==> src/rtl/count_sequencer.sv <==
// Round sequencer for the loadable up-counter: loads init_q, enables the counter
// until its carry-out fires, and repeats for rounds_q rounds before pulsing done.
`timescale 1ns/1ps
module count_sequencer #(
  parameter int N  = 6,
  parameter int RW = 4
) (
  input  logic          clk,
  input  logic          rst,
  input  logic          start,
  input  logic          abort,
  input  logic [N-1:0]  init_val,
  input  logic [RW-1:0] rounds,
  input  logic          co,
  output logic          cnt_ld,
  output logic          cnt_en,
  output logic [N-1:0]  cnt_init,
  output logic          busy,
  output logic          done,
  output logic [RW-1:0] round_idx
);

  localparam logic [2:0] S_IDLE = 3'd0;
  localparam logic [2:0] S_LOAD = 3'd1;
  localparam logic [2:0] S_RUN  = 3'd2;
  localparam logic [2:0] S_GAP  = 3'd3;
  localparam logic [2:0] S_DONE = 3'd4;

  logic [2:0]    state_q, state_d;
  logic [N-1:0]  init_q, init_d;
  logic [RW-1:0] rounds_q, rounds_d;
  logic [RW-1:0] idx_q, idx_d;
  logic [RW-1:0] idx_inc;

  assign idx_inc = idx_q + 1'b1;

  always_comb begin
    state_d  = state_q;
    init_d   = init_q;
    rounds_d = rounds_q;
    idx_d    = idx_q;
    case (state_q)
      S_IDLE: begin
        if (start) begin
          init_d   = init_val;
          rounds_d = rounds;
          idx_d    = '0;
          state_d  = (rounds == '0) ? S_DONE : S_LOAD;
        end
      end
      S_LOAD: state_d = abort ? S_IDLE : S_RUN;
      S_RUN: begin
        // Abort outranks a simultaneous carry-out: the round is not credited.
        if (abort) begin
          state_d = S_IDLE;
        end else if (co) begin
          idx_d   = idx_inc;
          state_d = (idx_inc == rounds_q) ? S_DONE : S_GAP;
        end
      end
      S_GAP:  state_d = abort ? S_IDLE : S_LOAD;
      S_DONE: state_d = S_IDLE;
      default: state_d = S_IDLE;
    endcase
  end

  always_ff @(posedge clk or posedge rst) begin
    if (rst) begin
      state_q  <= S_IDLE;
      init_q   <= '0;
      rounds_q <= '0;
      idx_q    <= '0;
    end else begin
      state_q  <= state_d;
      init_q   <= init_d;
      rounds_q <= rounds_d;
      idx_q    <= idx_d;
    end
  end

  // Enable drops in the same cycle co rises so the counter parks at all-ones.
  assign cnt_ld    = (state_q == S_LOAD);
  assign cnt_en    = (state_q == S_RUN) && !co;
  assign busy      = (state_q == S_LOAD) || (state_q == S_RUN) || (state_q == S_GAP);
  assign done      = (state_q == S_DONE);
  assign cnt_init  = init_q;
  assign round_idx = idx_q;

endmodule

==> config.mk <==
export PLATFORM = sky130hd
export DESIGN_NAME = count_sequencer
export DESIGN_NICKNAME = d
export VERILOG_FILES = /design/src/rtl/count_sequencer.sv
export SDC_FILE = /design/constraint.sdc
export NUM_CORES = 1
export LEC_CHECK = 0
export BUFFER_PORTS_ARGS = -buffer_cell sky130_fd_sc_hd__buf_2
export CORE_MARGIN = 1.5
export CORE_UTILIZATION = 30
export DETAILED_ROUTE_END_ITERATION = 10
export PLACE_DENSITY = 0.56
export SKIP_LAST_GASP = 1
export SYNTH_ARGS = -nofsm -noshare
export SYNTH_HDL_FRONTEND = slang
export SYNTH_SLANG_ARGS = --single-unit
==> constraint.sdc <==
create_clock -name clk -period 2.06 [get_ports clk]
set_clock_uncertainty 0.15 [all_clocks]
set_input_delay 0.206 -clock clk [delete_from_list [all_inputs] [get_ports clk]]
set_output_delay 0.206 -clock clk [all_outputs]
set_load 0.03 [all_outputs]
---- Word-level counts from Yosys, hierarchy flattened ----
Cells that the tools add are included.
word-level totals
  input port bits ......................... 15
  word-level logic and storage cells ...... 36
  output and inout bits ................... 14
  RAM bits ................................ 0
  register bits after elaboration ......... 17
  ROM bits ................................ 0
  memories kept ........................... 0
  latch bits .............................. 0
operators by class
  order comparisons ....................... 0
  bitwise gates (word level) .............. 0
  mux-type cells .......................... 12
  add/sub/neg operators ................... 1
  $mul .................................... 0
  reductions and logical operators ........ 10
  divide/modulo/power cells ............... 0
  equality and inequality tests ........... 9
  shift operators ......................... 0
operators by type and width
  kind                                            count
  2-to-1 mux 3 bit                                5
  2-to-1 mux 4 bit                                3
  case mux 3 bit (4 select lines)                 1
  case mux 4 bit (2 select lines)                 1
  == test 3 x 2 -> 1 bit (second input constant)  2
  != test 2 bit (second input constant)           3
  adder 4 x 1 -> 4 bit (second input constant)    1
  == test 4 bit                                   1
  logical NOT 4 bit                               1
  AND reduction 2 bit                             2
  AND reduction 4 bit                             1
  == test 3 x 1 -> 1 bit (second input constant)  1
  == test 3 bit (second input constant)           1
  logical NOT 3 bit                               1
  != test 3 bit (second input constant)           1
  logical OR 1 bit                                2
  2-to-1 mux 2 bit                                1
  nonzero test 2 bit                              1
  logical AND 1 bit                               1
  logical NOT 1 bit                               1
  2-to-1 mux 1 bit                                1

---- Logic depth before layout (Yosys ltp) ----
  depth after elaboration ................. 6
  gate-level depth with buffers ........... 5

---- Least setup slack after synthesis ----
Ideal clock, no wire load.
  path type ............................... register to register
  from .................................... register idx_q[0], in the netlist round_idx[0]
  to ...................................... register state_q[1]
  cell stages (with the launch flop) ...... 6
  setup slack ............................. 205 ps
  data arrival time ....................... 1582 ps
  data required time ...................... 1787 ps
  library setup time ...................... 123 ps
  cell sequence ........................... dfrtp_1 -> ha_1 -> xor2_1 -> nor3b_1 -> o31ai_2 -> o221a_1
between the ends
  longest elaborated chain between the ends .. 6
RTL lines
  element                          RTL line  RTL
  from (decl)                      32        logic [RW-1:0] idx_q, idx_d;
  from (signal assigned)           77        idx_q <= idx_d;
  adder 4 x 1 -> 4 bit             35        assign idx_inc = idx_q + 1'b1;
  == test 4 bit                    58        state_d = (idx_inc == rounds_q) ? S_DONE : S_GAP;
  2-to-1 mux 3 bit                 58
  2-to-1 mux 3 bit                 56        end else if (co) begin
  2-to-1 mux 3 bit                 54        if (abort) begin
  case mux 3 bit (4 select lines)  42        case (state_q)
  to (signal assigned)             74        state_q <= state_d;
  to (decl)                        29        logic [2:0] state_q, state_d;
Every way passes these cells. The select of a mux whose other input is x is not followed.
A chain may end at the register's enable or synchronous reset.

---- Worst setup path after layout ----
  from .................................... register state_q[1]
  to ...................................... output cnt_en
between the ends
  longest elaborated chain between the ends .. 2
RTL lines
  element                 RTL line  RTL
  == test 3 x 2 -> 1 bit  83        assign cnt_en = (state_q == S_RUN) && !co;
  logical AND 1 bit       83
  to (decl)               16        output logic cnt_en,
Every way passes these cells.

==> out/metrics.yaml <==
post-synth-top-count-cell: "sky130_fd_sc_hd__dfrtp_1"
clk_latency_ns: 0.28
final_wirelength_um: 1850
cp_slowest_cell: "sky130_fd_sc_hd__dfrtp_1"
row_count: 19
worst_ep_required_time_ns: 1.70
firstDrtPassIters: 4
path_max_fanout: 9
power.static_leakage_uw: 0.000559
fmax_ghz: 0.531
synthDistinctLibCells: 28
finalNetCount: 136
floorplan.die.width_um: 57.5
antenna_found_initial: 0
postSynthRegisterBits: 17
worst_setup_end_kind: "primary output"
post_synth_inst_count: 80
route.detailed.wl_per_inst_um: 12.3
path_buf_inv: 1
netlist.top_cell.by_area: "sky130_fd_sc_hd__dfrtp_1"
synth_enable_flop_cells: 0
insertedDiodeCount: 0
clock_sink_count: 17
initial_utilization: 0.320
die_area_um2: 3310
rsz0062_at_grt: "false"
final.period_utilization: 0.915
worst_slew_margin_rel: 0.563
vias_in_the_first_global_route: 717
most_instantiated_cells_after_synthesis: "sky130_fd_sc_hd__dfrtp_1 (17), sky130_fd_sc_hd__mux2_2 (10), sky130_fd_sc_hd__nand2_1 (7), sky130_fd_sc_hd__nor2_1 (6)"
min-delay-start: "rounds[0]"
die_y_um: 57.5
critical-path-max-stage-delay_ns: 0.53
cts_tree: "done"
cpLargestDelayFamily: "flip-flops"
slew_violations: 0
layout-area-overhead-vs-synth_pct: 31.7
syn_area_um2: 891
maxcap_viol_count: 0
synth-warning-count: 0
dr_wl_met3_um: 86
globalRouteTotalUtil: 0.121
startpoint_type: "register"
syn_area_per_cell_um2: 11.1
synth_top_flop_cell: "sky130_fd_sc_hd__dfrtp_1"
worstMarginPinSlew_ns: 0.654
crit_start: "state_q[1]"
post-route-drc-count: 0
placed_area_um2: 1060
post_route_cells_drive_above_1_share: 0.378
clock_tree.root_cell: "sky130_fd_sc_hd__clkbuf_4"
crit_type: "reg2out"
numPortBuffers: 28
final_design_area_no_fill_um2: 1170
design.portCount: 29
route.vias.total: 720
dpl.hpwl_um: 1340
drt_iter0_markers: 17
routed.top_layer: "met4"
async_reset_ff_frac: 1.00
finish.cell_count_without_fillers: 150
finalCriticalPeriod_ns: 1.88
synth_fp_nets: 96
register_area_um2: 425
met1_routed_wirelength_after_detailed_routing_um: 893
core_region_area_um2: 2780
setup-tns-final_ns: 0
netlist_top_cells_area: "sky130_fd_sc_hd__dfrtp_1 (48%), sky130_fd_sc_hd__mux2_2 (13%), sky130_fd_sc_hd__nor3b_1 (3.4%)"
drt.antenna.violating_nets: 0
fillerInstances: 276
clkTransAtPathRegs_ns: 0.10
grt_pass1_wl_um: 3040
min_path_type: "in2reg"
globalRoute.totalOverflow: 0
cp_cell_sequence: "nor2b_1 > nor3b_1 > buf_2"
vias_per_cell: 4.80
hold_viol: 0
cts_made_buffers: 3
placed_cells: 137
worstPathArrival_ns: 1.53
power.ir.vdd_worst_mv: 0.700
report.power.total_uw: 1520
cts.repair_timing.setup_buffer_count: 0
critical_r2r_launch: "round_idx[0]"
power_per_cell_area_nw_per_um2: 1290
hold_slack_ns: 0.0179
synth-seq-area-share: 0.478
cts_htree_levels: 1
outcome: "complete, no violations"
post-synth-top-area-fraction: 0.478
finalWeightedCongestion: 0.796
multi_input_comb_area_um2: 430
cts_buffer_depth: 2
final_setup_violation_count: 0
detailroute.wirelength.met2_um: 848
grt_start_max_net_pins: 18
-- power by group --
part / internal [uW] / total [uW] / switching (uW)
clock: 75.1 / 176 / 101
combinational: 333 / 763 / 430
sequential: 462 / 578 / 116
total: 871 / 1520 / 646
-- flip-flops by register name, indices dropped and copies added, names as in the netlist --
| signal | cells |
|---|---|
| cnt_init | 6 |
| round_idx | 4 |
| rounds_q | 4 |
| state_q | 3 |
-- final timing paths --
| kind | endpoint | slack, ns | cells past startpoint |
|---|---|---|---|
| setup reg to reg | state_q[1] | 0.23 | 5 |
| hold reg to reg | cnt_init[2] | 0.36 | 1 |
| setup / recovery | cnt_en | 0.18 | 3 |
| hold / removal | rounds_q[0] | 0.02 | 2 |
| max in group asynchronous | state_q[0] | 0.93 | 3 |
| min in group asynchronous | cnt_init[5] | 0.41 | 3 |
-- kinds of logic after synthesis --
kind of cell / after synthesis / share of synthesized area
simple gates: 28 / 0.191
buf+inv: 7 / 0.0393
mux: 10 / 0.126
flops: 17 / 0.478
xor+xnor: 5 / 0.0492
fa+ha+maj: 1 / 0.0140
compound gates: 12 / 0.103
-- worst reg2reg max path, stage by stage, from the launching register on --
cell	delay [ns]
sky130_fd_sc_hd__dfrtp_1	0.46
sky130_fd_sc_hd__ha_1	0.26
sky130_fd_sc_hd__xor2_1	0.19
sky130_fd_sc_hd__nor3b_1	0.16
sky130_fd_sc_hd__o31ai_2	0.33
sky130_fd_sc_hd__o221a_1	0.23
-- layout make-up --
| class | count | share of cell area |
|---|---|---|
| flip-flops and latches | 17 | 0.362 |
| repair buffers | 38 | 0.203 |
| multi-input cells | 56 | 0.367 |
| inverters | 4 | 0.0128 |
| well taps | 31 | 0.0330 |
| clock buffers | 4 | 0.0224 |
-- layout by cell type (no fill, tap or decap) --
cell type / n
sky130_fd_sc_hd__inv_1: 4
sky130_fd_sc_hd__xnor2_1: 2
sky130_fd_sc_hd__a21o_1: 1
sky130_fd_sc_hd__nor4b_4: 1
sky130_fd_sc_hd__a221oi_1: 1
sky130_fd_sc_hd__nor3b_1: 4
sky130_fd_sc_hd__nand3b_1: 1
sky130_fd_sc_hd__nor2b_1: 1
sky130_fd_sc_hd__or4_1: 1
sky130_fd_sc_hd__nand2b_1: 3
sky130_fd_sc_hd__xor2_1: 3
sky130_fd_sc_hd__nand2_1: 7
sky130_fd_sc_hd__o31ai_2: 1
sky130_fd_sc_hd__o21a_1: 1
sky130_fd_sc_hd__nor2_1: 6
sky130_fd_sc_hd__clkbuf_4: 3
sky130_fd_sc_hd__clkbuf_1: 1
sky130_fd_sc_hd__o21ai_0: 3
sky130_fd_sc_hd__mux2_2: 10
sky130_fd_sc_hd__dfrtp_1: 17
sky130_fd_sc_hd__nand3_1: 2
sky130_fd_sc_hd__buf_2: 28
sky130_fd_sc_hd__buf_4: 1
sky130_fd_sc_hd__ha_1: 1
sky130_fd_sc_hd__a211o_1: 1
sky130_fd_sc_hd__and4_4: 1
sky130_fd_sc_hd__o22ai_1: 2
sky130_fd_sc_hd__o221a_1: 1
sky130_fd_sc_hd__and2_1: 1
sky130_fd_sc_hd__dlygate4sd3_1: 9
sky130_fd_sc_hd__o21bai_1: 1
-- metrics by stage --
step	utilization	worst slack [ns]
finish	0.422	0.176
global route	0.422	0.0916
CTS	0.418	0.187
floorplan	-	0.205
global placement	0.380	0.291
detailed placement	0.380	0.252
-- per-layer routing --
metal	vias to the layer above	global-route usage
met4	0	0.0598
met2	22	0.188
met1	336	0.156
met3	2	0.0295
li1	360	-
met5	-	0
-- timing repair --
action                                 CTS  global route
hold buffers                             8             1
gates resized for setup                  0             0
endpoints found under the hold margin   24             1
Note: power is estimated with default switching activity, not from simulation.
